--- src/rtl/sig_lut_writer.sv ---
// sig_lut_writer: loadable piecewise-linear activation LUT with a 3-register lookup pipeline
// Ports:
//   clk, rst                      clock, async active-high reset
//   load_start                    pulse: restart table load at entry 0
//   wr_valid, wr_data, wr_ready   entry write handshake (ready only while loading)
//   load_done, table_ok           one-cycle load-complete pulse, table usable for lookups
//   z_valid, z_value              lookup request and pre-activation input
//   a_valid, a                    interpolated, saturated activation result
//   lut_err                       sticky: lookup requested without a loaded table
module sig_lut_writer #(
    parameter int ADDR_W = 4
) (
    input  logic              clk,
    input  logic              rst,
    input  logic              load_start,
    input  logic              wr_valid,
    input  logic signed [7:0] wr_data,
    output logic              wr_ready,
    output logic              load_done,
    output logic              table_ok,
    input  logic              z_valid,
    input  logic signed [7:0] z_value,
    output logic              a_valid,
    output logic signed [7:0] a,
    output logic              lut_err
);
    localparam int F = 8 - ADDR_W;
    localparam int N = 2 ** ADDR_W + 1;
    localparam int S = F + 10;
    localparam logic [ADDR_W:0] LAST = (ADDR_W + 1)'(2 ** ADDR_W);

    typedef enum logic [1:0] {IDLE, LOAD, READY} state_t;

    state_t                 state, state_nx;
    logic [ADDR_W:0]        wp;
    logic signed [7:0]      entry [N];
    logic                   wr;
    logic [ADDR_W-1:0]      idx;
    logic [ADDR_W:0]        idx_n;
    logic                   v1, v2;
    logic signed [7:0]      base1, next1, base2;
    logic [F-1:0]           r1;
    logic signed [8:0]      diff;
    logic signed [F+9:0]    prod, prod2, sh;
    logic signed [S:0]      sum;
    logic [7:0]             sat;

    assign wr_ready = state == LOAD;
    assign table_ok = state == READY;
    assign wr       = wr_ready & wr_valid;
    assign idx      = z_value[7:F];
    assign idx_n    = {1'b0, idx} + 1'b1;
    assign diff     = {next1[7], next1} - {base1[7], base1};
    assign prod     = diff * $signed({1'b0, r1});
    assign sh       = prod2 >>> F;
    assign sum      = base2 + sh;
    // in range only when every bit from 7 upward agrees with the sign
    assign sat      = (&sum[S:7] | ~|sum[S:7]) ? sum[7:0] : {sum[S], {7{~sum[S]}}};

    always_comb begin
        state_nx = state;
        if (load_start)
            state_nx = LOAD;
        else if (wr && wp == LAST)
            state_nx = READY;
    end

    always_ff @(posedge clk or posedge rst) begin
        if (rst) begin
            state     <= IDLE;
            wp        <= '0;
            load_done <= 1'b0;
            lut_err   <= 1'b0;
            for (int i = 0; i < N; i++)
                entry[i] <= '0;
        end else begin
            state     <= state_nx;
            wp        <= load_start ? '0 : wr ? wp + 1'b1 : wp;
            if (wr)
                entry[wp] <= wr_data;
            // a restart coinciding with the final write suppresses completion
            load_done <= wr && wp == LAST && !load_start;
            lut_err   <= load_start ? 1'b0 : (lut_err | (z_valid & ~table_ok));
        end
    end

    // stage 1 samples the table, so later reloads cannot disturb in-flight lookups
    always_ff @(posedge clk or posedge rst) begin
        if (rst) begin
            v1      <= 1'b0;
            v2      <= 1'b0;
            a_valid <= 1'b0;
            base1   <= '0;
            next1   <= '0;
            r1      <= '0;
            base2   <= '0;
            prod2   <= '0;
            a       <= '0;
        end else begin
            v1      <= z_valid & table_ok;
            base1   <= entry[idx];
            next1   <= entry[idx_n];
            r1      <= z_value[F-1:0];
            v2      <= v1;
            base2   <= base1;
            prod2   <= prod;
            a_valid <= v2;
            if (v2)
                a <= sat;
        end
    end
endmodule

--- config.mk ---
export PLATFORM = sky130hd
export DESIGN_NAME = sig_lut_writer
export DESIGN_NICKNAME = d
export VERILOG_FILES = /design/src/rtl/sig_lut_writer.sv
export SDC_FILE = /design/constraint.sdc
export NUM_CORES = 1
export LEC_CHECK = 0
export ABC_AREA = 1
export ABC_CLOCK_PERIOD_IN_PS = 13060
export CAP_MARGIN = 10
export CORE_MARGIN = 2
export CORE_UTILIZATION = 50
export CTS_CLUSTER_SIZE = 8
export DETAILED_ROUTE_END_ITERATION = 8
export PLACE_DENSITY = 0.76
export SYNTH_ARGS = -nofsm -noshare
export SYNTH_HDL_FRONTEND = slang
export SYNTH_SLANG_ARGS = --single-unit
--- constraint.sdc ---
create_clock -name clk -period 13.06 [get_ports clk]
set_clock_uncertainty 0.2 [all_clocks]
set_input_delay 1.306 -clock clk [delete_from_list [all_inputs] [get_ports clk]]
set_output_delay 1.306 -clock clk [all_outputs]
set_load 0.01 [all_outputs]
==> results of run 1 <==
area by class of cell:
type	count	area (sq um)
clock buffers	18	429.2
fillers	2032	10170
inverters	158	600.6
flip-flops and latches	194	4855
multi-input cells	1025	5712
repair buffers	39	367.9
well taps	285	356.6
clock inverters	14	148.9
logic make-up (layout without fill, tap and decap cells):
kind of cell / count (synthesis) / in the layout
buffers and inverters: 235 / 229
XOR/XNOR: 21 / 21
AO/OA/AOI/OAI: 424 / 424
adder cells (fa/ha/maj): 67 / 67
flip-flops: 194 / 194
AND/OR/NAND/NOR: 513 / 513
cell usage in the layout (no fill, tap or decap), types with 20 or more instances in the layout:
master           Yosys  routed
nand3_1             66      66
ha_1                47      46
dfrtp_1            194     194
fa_1                20      20
clkdlybuf4s50_1      0      31
nand2_1            269     269
o211ai_1            41      41
inv_1              150     149
a21oi_1             96      96
nor2_1             155     155
o221ai_1            23      23
o21ai_0            238     238
metal layers:
layer / global-route usage [%] / vias to the layer above / part of all wire (%)
met2: 41.15 / 384 / 47
met1: 33.66 / 4774 / 42
met4: 9.480 / 0 / 2.6
met5: 0 / - / 0
li1: - / 4802 / -
met3: 5.667 / 58 / 8.1
stage by stage:
| step | setup WS [ps] | total power [uW] |
|---|---|---|
| after floorplan | 6270 | 1471 |
| after global placement | 8495 | 1652 |
| after detailed placement | 8323 | 1686 |
| after CTS | 8274 | 2214 |
| after global routing | 7895 | 2390 |
| final | 8288 | 2210 |
power by group:
group	leakage, uW	switching (uW)	internal, uW	total (uW)
combinational	0.00315	615	356	971
sequential	0.00247	39.0	679	718
clock	0.000279	251	270	521
total	0.00590	905	1300	2210
worst max-delay path, delay by kind of cell (launching register included):
kind / cells / cell delay, ps
DFF: 1 / 350
buffers and inverters: 3 / 140
and+or+nand+nor: 7 / 680
AOI/OAI and AO/OA: 5 / 930
xor gates and xnor gates: 1 / 310
adders and majority gates: 5 / 2080
registers in the layout, indices dropped and copies added (netlist names), 2 cells and up:
register	flops
base2	8
a	8
state	2
r1	4
entry	136
prod2	10
base1	8
next1	8
wp	5
worst paths after layout:
check / endpoint / cells past startpoint / slack (ps)
setup / recovery: prod2[13] / 21 / 8290
hold / removal: v2 / 0 / 150
setup reg to reg: prod2[13] / 21 / 8290
hold reg to reg: v2 / 0 / 150
max in group asynchronous: r1[2] / 3 / 10020
min in group asynchronous: a[6] / 2 / 1200
==> impl_results.md, run 1 <==
- Status: finished, final reports clean
- Non-Filler Instances: between 1,500 and 2,000
- Final Util: a little under three fifths
- PwrDens: ~180 nW/um^2
- I/O pins: 34
- Setup bufs post-CTS: 0
- Worst path arrival time: just under 5000 ps
- EDFF count, synth: 0
- #FFs+latches synth: roughly 190
- Hold_ws: 148.4 ps
- Critical Path Start: base1[2]
- Placer Congestion: 0.8680
- Final hold vios: 0
- Synth top area share: a little over two fifths
- Crit-path max cell delay: ~540 ps
- Leading area contributor after synthesis: dfrtp_1
- VDD IR-drop max: 0.1082 mV
- Worst r2r src: base1[2]
- Largest net degree at the start of global routing: approximately 120
- 1st-iter DRT viols: between 1,000 and 1,500
- Root Buffer: clkbuf_16
- Sequential fraction of the synthesis area: a little over two fifths
- Most Frequent Cell on Critical Path: nand2_1
- Top post-synthesis cells by area: dfrtp_1 (42%), o21ai_0 (10%), nand2_1 (8.8%)
- Grt ovf: 0
- Syn_area_per_cell: a little under 8 sq um
- Post-Synth Adder-Cell Area: 8.570%
- Cell Area, Placed: 11,890 sq um
- Final worst-path cycle share: between 30 and 40%
- Post-Synth XOR/XNOR Area: under 10%
- Clk_lat worst skew: approximately 450 ps
- Startpoint types: flip-flop
- Sum Neg Setup Slack: 0 ps
- Area delta synth->final: 8.115%
- Final wirelength: roughly 30,000 microns
- Area of the mapped netlist: around 12,000 sq um
- Crit Path Max Fanout: 4
- Yosys warns: 0
- Syn_nets: about 1,500
- First-pass GRT wire length: just under 50,000 microns
- Clock Sinks: slightly below 200
- Cts hold-fix bufs: 0
- First-pass DRT Iterations: 5
- Routed len/inst: approximately 17 microns
- Post-synth ARST share: between 90% and 100%
- Min Tclk post-route: about 4800 ps
- Core area: around 23,000 sq um
- Max-slew violations: 0
- I/O Buffers: 33
- Critical path class: flip-flop to flip-flop
- Leakage: 0.005895 uW
- Layout Nets: 1,523
- Mux cell area share after synthesis: 0%
- Die width: 155.9 microns
- CTS tree: yes
- N_diodes: 0
- Design area: roughly 12,000 sq um
- RSZ-0062 raised after global routing: no
- Synth Flop Type: dfrtp_1
- Vias: roughly 10,000
- Reg clk slew, reported paths: approximately 70 ps
- Maximum buffer depth of the clock tree: 2
- Die H: 155.9 microns
- # DRC: 0
- Initial antenna violation count: 0
- Worst Setup End Kind: flip-flop
- Most frequent cell after synthesis: nand2_1
- Synth cell types: 42
- Crit-path cells: inv_1 > ha_1 > nand2_1 > o21ai_0 > a21oi_1 > o21ai_0 > xor2_1 > nor2_1 > ha_1 > fa_1 > inv_1 > fa_1 > inv_1 > ha_1 > nand2_1 > o21ai_0 > nand2_1 > nand2_1 > a31oi_1 > nand3b_1 > nand2_1
- Dpl cells: about 1,700
- Normalized max-slew margin: 33.52%
- Die Area: 24,300 sq um
- Layout cells sized above 1: between 4 and 5%
- Via/cell ratio: ~5.8
- Synth Area in Compound Gates: around a fifth
- Starting density of the core: around 50%
- Worst Hold Launch: v1
- Most frequent cells after synthesis: nand2_1 (269), o21ai_0 (238), dfrtp_1 (194), nor2_1 (155), inv_1 (150)
- FP Rows: 55
- DP Wirelength: between 15,000 and 20,000 microns
- Largest family of logic cells by synthesized area: compound AO/OA/AOI/OAI gates
- Routed Antenna Nets: 0
- Max H-tree Level: 4
- Fmax: approximately 210 MHz
- Setup violations, final: 0
- Total GRT Usage: about a quarter
- TritonCTS Buffers: 17
- Synth Area in Simple Gates: 18.64%
- Vias in the first global route: approximately 9,500
- Required time worst endpoint: roughly 13,000 ps
- MaxCap Viol Count: 0
- Post-CTS resize count: 0
- Min-delay worst type: flip-flop to flip-flop
- Worst-margin pin slew: 997.2 ps
- Mapped Cells: 1,454
- Worst path slowest cell: fa_1
(Power assumes the default switching activity.)
==> run 2: changes to the inputs <==
--- a/config.mk
+++ b/config.mk
@@ -6,13 +6,13 @@
 export NUM_CORES = 1
 export LEC_CHECK = 0
 export ABC_AREA = 1
-export ABC_CLOCK_PERIOD_IN_PS = 13060
+export ABC_CLOCK_PERIOD_IN_PS = 3800
 export CAP_MARGIN = 10
 export CORE_MARGIN = 2
 export CORE_UTILIZATION = 50
 export CTS_CLUSTER_SIZE = 8
 export DETAILED_ROUTE_END_ITERATION = 8
-export PLACE_DENSITY = 0.76
+export PLACE_DENSITY = 0.78
 export SYNTH_ARGS = -nofsm -noshare
 export SYNTH_HDL_FRONTEND = slang
 export SYNTH_SLANG_ARGS = --single-unit
==> constraint.sdc (replaced) <==
create_clock -name clk -period 3.8 [get_ports clk]
set_clock_uncertainty 0.2 [all_clocks]
set_input_delay 0.38 -clock clk [delete_from_list [all_inputs] [get_ports clk]]
set_output_delay 0.38 -clock clk [all_outputs]
set_load 0.01 [all_outputs]
==> impl_results.md, run 2 (synthesized netlist as in run 1, its figures left out) <==
- Pre-CTS setup slack: -546.1 ps (was 8323 ps)
- Worst path slowest cell: fa_1 (unchanged)
- Worst r2r src: base1[0] (was base1[2])
- Worst Path Buf+Inv: 5 (was 3)
- FP Rows: 55 (unchanged)
- Biggest regs: entry (136), prod2 (10) (unchanged)
- Required time worst endpoint: 3980 ps (was 13,240 ps)
- Cts hold-fix bufs: 0 (unchanged)
- MaxCap Viol Count: 0 (unchanged)
- Root Buffer: clkbuf_16 (unchanged)
- Setup violations, final: 9 (was 0)
- Max reg flops: 136 (unchanged)
- Final wirelength: 32,720 microns (was 29,500 microns)
- Placer Congestion: 0.9004 (was 0.8680)
- Commonest non-fill, non-tap cell in the layout: nand2_1 (unchanged)
- Leading cell types in the layout, fill and taps excluded: nand2_1 (259), o21ai_0 (234), dfrtp_1 (194) (was nand2_1 (269), o21ai_0 (238), dfrtp_1 (194))
- Most Frequent Cell on Critical Path: nand2_1 (unchanged)
- Status: finished, violations left (was finished, final reports clean)
- I/O pins: 34 (unchanged)
- Routed len/inst: 18.16 microns (was 17.02 microns)
- Die H: 155.9 microns (unchanged)
- Normalized max-slew margin: 23.04% (was 33.52%)
- Area delta synth->final: 17.30% (was 8.115%)
- Vias in the first global route: 10,260 (was 9,463)
- Critical path class: flip-flop to flip-flop (unchanged)
- Storage element area: 4855 sq um (unchanged)
- Layout Nets: 1,592 (was 1,523)
- WHS Path Cells: 0 (unchanged)
- Comb pwr share: 55.5% (was 43.9%)
- Fmax: 230.6 MHz (was 209.6 MHz)
- Worst-margin pin slew: 1154 ps (was 997.2 ps)
- Clk_lat worst skew: 440 ps (was 450 ps)
- Initial antenna violation count: 1 (was 0)
- # DRC: 0 (unchanged)
- Worst path arrival time: 4520 ps (was 4960 ps)
- Grt ovf: 0 (unchanged)
- Critical Path Start: base1[0] (was base1[2])
- Setup ws final: -536.6 ps (was 8288 ps)
- N_diodes: 0 (unchanged)
- Sw power: 3961 uW (was 905.1 uW)
- Failing checks: negative setup slack
- 1st-iter DRT viols: 1,403 (was 1,105)
- Sw Share: 41.34% (was 40.96%)
- Final Util: 59.76% (was 55.08%)
- WP depth: 25 (was 21)
- Final hold vios: 0 (unchanged)
- Max H-tree Level: 4 (unchanged)
- Routed Antenna Nets: 0 (unchanged)
- CTS tree: yes (unchanged)
- Reg with most FFs: entry (unchanged)
- Crit-path max cell delay: 500 ps (was 540 ps)
- Vias: 10,610 (was 10,020)
- Die Area: 24,300 sq um (unchanged)
- Final worst-path cycle share: 114.1% (was 36.54%)
- First-pass DRT Iterations: 7 (was 5)
- Area of the multi-input gates: 6198 sq um (was 5712 sq um)
- Leakage: 0.006280 uW (was 0.005895 uW)
- Sequential Power Share: 25.8% (was 32.5%)
- Largest net degree at the start of global routing: 195 (was 123)
- Gr busiest metal: met2 (unchanged)
- VDD IR-drop max: 0.5365 mV (was 0.1082 mV)
- Die width: 155.9 microns (unchanged)
- Reg clk slew, reported paths: 80 ps (was 70 ps)
- Register-to-register setup slack: -540 ps (was 8290 ps)
- Met1 GRT Util: 35.38% (was 33.66%)
- Met2 Usage GRT: 44.48% (was 41.15%)
- Crit Path Max Fanout: 5 (was 4)
- PwrDens: 708.2 nW/um^2 (was 177.2 nW/um^2)
- R2R cell count: 25 (was 21)
- Design Power: 9582 uW (was 2210 uW)
- Via/cell ratio: 5.891 (was 5.781)
- TritonCTS Buffers: 17 (unchanged)
- First-pass GRT wire length: 52,090 microns (was 48,350 microns)
- Met3 Use GR: 5.028% (was 5.667%)
- Worst Hold Launch: v1 (unchanged)
- Clock network fraction of design power: 18.7% (was 23.6%)
- Core area: 22,640 sq um (unchanged)
- RSZ-0062 raised after global routing: yes (was no)
- Min Tclk post-route: 4337 ps (was 4772 ps)
- Starting density of the core: 50.94% (unchanged)
- Min-delay worst type: flip-flop to flip-flop (unchanged)
- Layout cells sized above 1: 13.46% (was 4.282%)
- Worst Setup End Kind: flip-flop (unchanged)
- Maximum buffer depth of the clock tree: 2 (unchanged)
- Fill cell count: 1,886 (was 2,032)
- Startpoint types: flip-flop (unchanged)
- I/O Buffers: 33 (unchanged)
- Design internal power: 5621 uW (was 1305 uW)
- Clock Sinks: 194 (unchanged)
- Max-slew violations: 0 (unchanged)
- Total GRT Usage: 27.22% (was 25.44%)
- Crit-path leading delay family: adder cells (unchanged)
- DP Wirelength: 21,590 microns (was 19,690 microns)
[run 2: cell count changes in the layout (fill, tap and decap cells not counted), sizes merged]
cell	delta
buf	+69
clkbuf	-1
[run 2: routing by layer]
metal  share of wire, %  vias up
li1                   -     4930
met1                 39     5019
met2                 48      532
met3                9.3      127
met4                4.0        2
met5              0.040        -
[run 2: worst paths after layout]
path / to
min: v2
max: prod2[13]
min in group asynchronous: a[3]
min reg2reg: v2
max reg2reg: prod2[13]
max in group asynchronous: entry[89]
[run 2: per-stage QoR]
| step | instance area [sq um] | hold slack [ps] | setup TNS (ps) | instances |
|---|---|---|---|---|
| after CTS | 13340 | 162.9 | -2874 | 1795 |
| after global placement | 12530 | 133.1 | -2507 | 1753 |
| after floorplan | 11740 | 131.2 | -768.1 | 1454 |
| after detailed placement | 12530 | 145.8 | -3730 | 1753 |
| after global routing | 13530 | 173.2 | -4836 | 1801 |
| final | 13530 | 160.5 | -3248 | 1801 |
[run 2: timing repair]
| item | 4_1_cts | 5_1_grt |
|---|---|---|
| resized for setup | 26 | 31 |
| cloned | 0 | 0 |
| setup buffers | 11 | 6 |
| pin swaps | 25 | 23 |
| setup endpoints to repair | 9 | 9 |
[run 2: power by group through the flow]
| stage | Clock, uW | Combinational, uW | Sequential (uW) |
|---|---|---|---|
| after CTS | 1800 | 4820 | 2470 |
| final | 1800 | 5310 | 2470 |
| after floorplan | 0 | 3090 | 2460 |
| after global placement | 0 | 4230 | 2490 |
| after detailed placement | 0 | 4410 | 2500 |
| after global routing | 1880 | 5800 | 2500 |
[run 2: cell type report]
class | instances | share of cell area (%)
clock buffers | 17 | 3.144
clock inverters | 14 | 1.119
inverters | 158 | 4.430
multi-input cells | 1025 | 45.82
flip-flops and latches | 194 | 35.88
well taps | 285 | 2.636
repair buffers | 108 | 6.973
==> RTL change (config.mk and constraints of run 1) <==
The 3 states of `state_t` get a one-hot encoding in 3 bits.
--- a/src/rtl/sig_lut_writer.sv
+++ b/src/rtl/sig_lut_writer.sv
@@ -30,5 +30,5 @@
     localparam logic [ADDR_W:0] LAST = (ADDR_W + 1)'(2 ** ADDR_W);
 
-    typedef enum logic [1:0] {IDLE, LOAD, READY} state_t;
+    typedef enum logic [2:0] {IDLE = 3'b001, LOAD = 3'b010, READY = 3'b100} state_t;
 
     state_t                 state, state_nx;
Function: same outputs for any inputs over 10 cycles, from zero or initial values and one cycle with rst high; not proved beyond that.
==> RTL change against run 1 <==
Critical endpoint unchanged. Power up 5.7%. Routed wire length shrank 0.17%. Cell area up 0.73%. Sequential share of layout area decreased by 0.074 points. Sequential cell count increased by 1. Worst setup slack got worse by 190 ps. Synthesized area increased by 0.11%.
==> RTL change: results (changes against run 1) <==
.. list-table::
   :header-rows: 1

   * - Metric
     - Value
   * - Post-Syn Area
     - 11550 sq um (+0.11%)
   * - Vias in the first global route
     - 9294 (-1.8%)
   * - Post-synthesis cell type count
     - 45 (+7.1%)
   * - Share of the final layout cell area in multi-input gates
     - 44.93% (-0.87 points)
   * - Synth cell count leaders
     - sky130_fd_sc_hd__nand2_1 (297), sky130_fd_sc_hd__o21ai_0 (273), sky130_fd_sc_hd__dfrtp_1 (194)
   * - Peak clock frequency supported by timing
     - 0.2014 GHz (-3.9%)
   * - Filler cell count in the final layout
     - 2075 (+2.1%)
   * - Adder-Cell Fraction of Synth Area
     - 8.561% (-0.0093 points)
   * - Post-Route WL
     - 29.45 mm (-0.17%)
   * - Met3 Resource Use GR
     - 4.833% (-0.83 points)
   * - Compound-gate portion of the synthesized area
     - 20.84% (+0.47 points)
   * - Iter 0 DRT Violations
     - 1015 (-8.1%)
   * - Area fraction of clock buffers and clock inverters
     - 5.000% (+0.36 points)
   * - Result of the run
     - completed
   * - Amount of wire on met2 after detailed routing
     - 13.84 mm (-0.16%)
   * - Comb. pwr
     - 1.05 mW (+8%)
   * - Clk Latency, worst-skew pair
     - 450 ps (about the same)
   * - Non-filler cells, final
     - 1756 (+1.3%)
   * - Power per unit of standard cell area
     - 185.9 nW/um^2 (+4.9%)
   * - Final weighted congestion of routability-driven global placement
     - 0.8775 (+1.1%)
   * - Fraction of power spent switching nets
     - 41.63% (+0.67 points)
   * - Global-route total usage across every layer
     - 25.00% (-0.44 points)
   * - Total area of sequential cells
     - 4881 sq um (+0.54%)
   * - Synthesized instance count
     - 1478 (+1.7%)
   * - Max IR drop VDD
     - 129.0 uV (+19%)
   * - Count of non-CTS buffers in the layout
     - 38 (-2.6%)
   * - Largest cells by area after synthesis
     - sky130_fd_sc_hd__dfrtp_1 (42%), sky130_fd_sc_hd__o21ai_0 (12%), sky130_fd_sc_hd__nand2_1 (9.7%)
   * - Global Route met1 Usage
     - 33.13% (-0.52 points)
   * - Launch point of the worst reg-to-reg path
     - base1[0]$_DFF_PP0_
   * - Maximum number of pins on one net before global-route repair
     - 124 (+0.81%)
   * - Relative slew margins
     - 34.94% (+1.4 points)
   * - Critical Path Max Stage Delay
     - 560 ps (+20 ps)
   * - Leakage power total
     - 5.890 nW (about the same)
   * - Setup slack on the worst flop-to-flop path
     - 8090 ps (-190 ps)
   * - Xor and xnor area share after synthesis
     - 1.745% (-0.18 points)
   * - Hold slack
     - 179.5 ps (+31.06 ps)
   * - Worst EP arrival
     - 5110 ps (+150 ps)
   * - Met2 track demand over resource in global routing
     - 40.39% (-0.76 points)
   * - Post-detailed-placement half-perimeter wirelength
     - 19.40 mm (-1.5%)
   * - Startpoint of the tightest hold check path
     - base1[3]$_DFF_PP0_
   * - Final core occ
     - 55.48% (+0.40 points)
[RTL change: cell types whose count changed after synthesis, moves of 8 or more]
cell,delta
sky130_fd_sc_hd__o21ai_0,+35
sky130_fd_sc_hd__nand2_1,+28
sky130_fd_sc_hd__inv_1,+25
sky130_fd_sc_hd__o221ai_1,-8
sky130_fd_sc_hd__o211ai_1,-27
sky130_fd_sc_hd__nand3_1,+9
sky130_fd_sc_hd__o22ai_1,-8
sky130_fd_sc_hd__nor2_1,-81
sky130_fd_sc_hd__a21oi_1,+44
[RTL change: path summary, 6_finish.rpt]
check                                         end  depth (start not counted)
setup / recovery              prod2[13]$_DFF_PP0_                         19
hold / removal                 base2[3]$_DFF_PP0_                          0
setup reg to reg              prod2[13]$_DFF_PP0_                         19
hold reg to reg                base2[3]$_DFF_PP0_                          0
max in group asynchronous  entry[107]$_DFFE_PP0P_                          3
min in group asynchronous        a[6]$_DFFE_PP0P_                          2
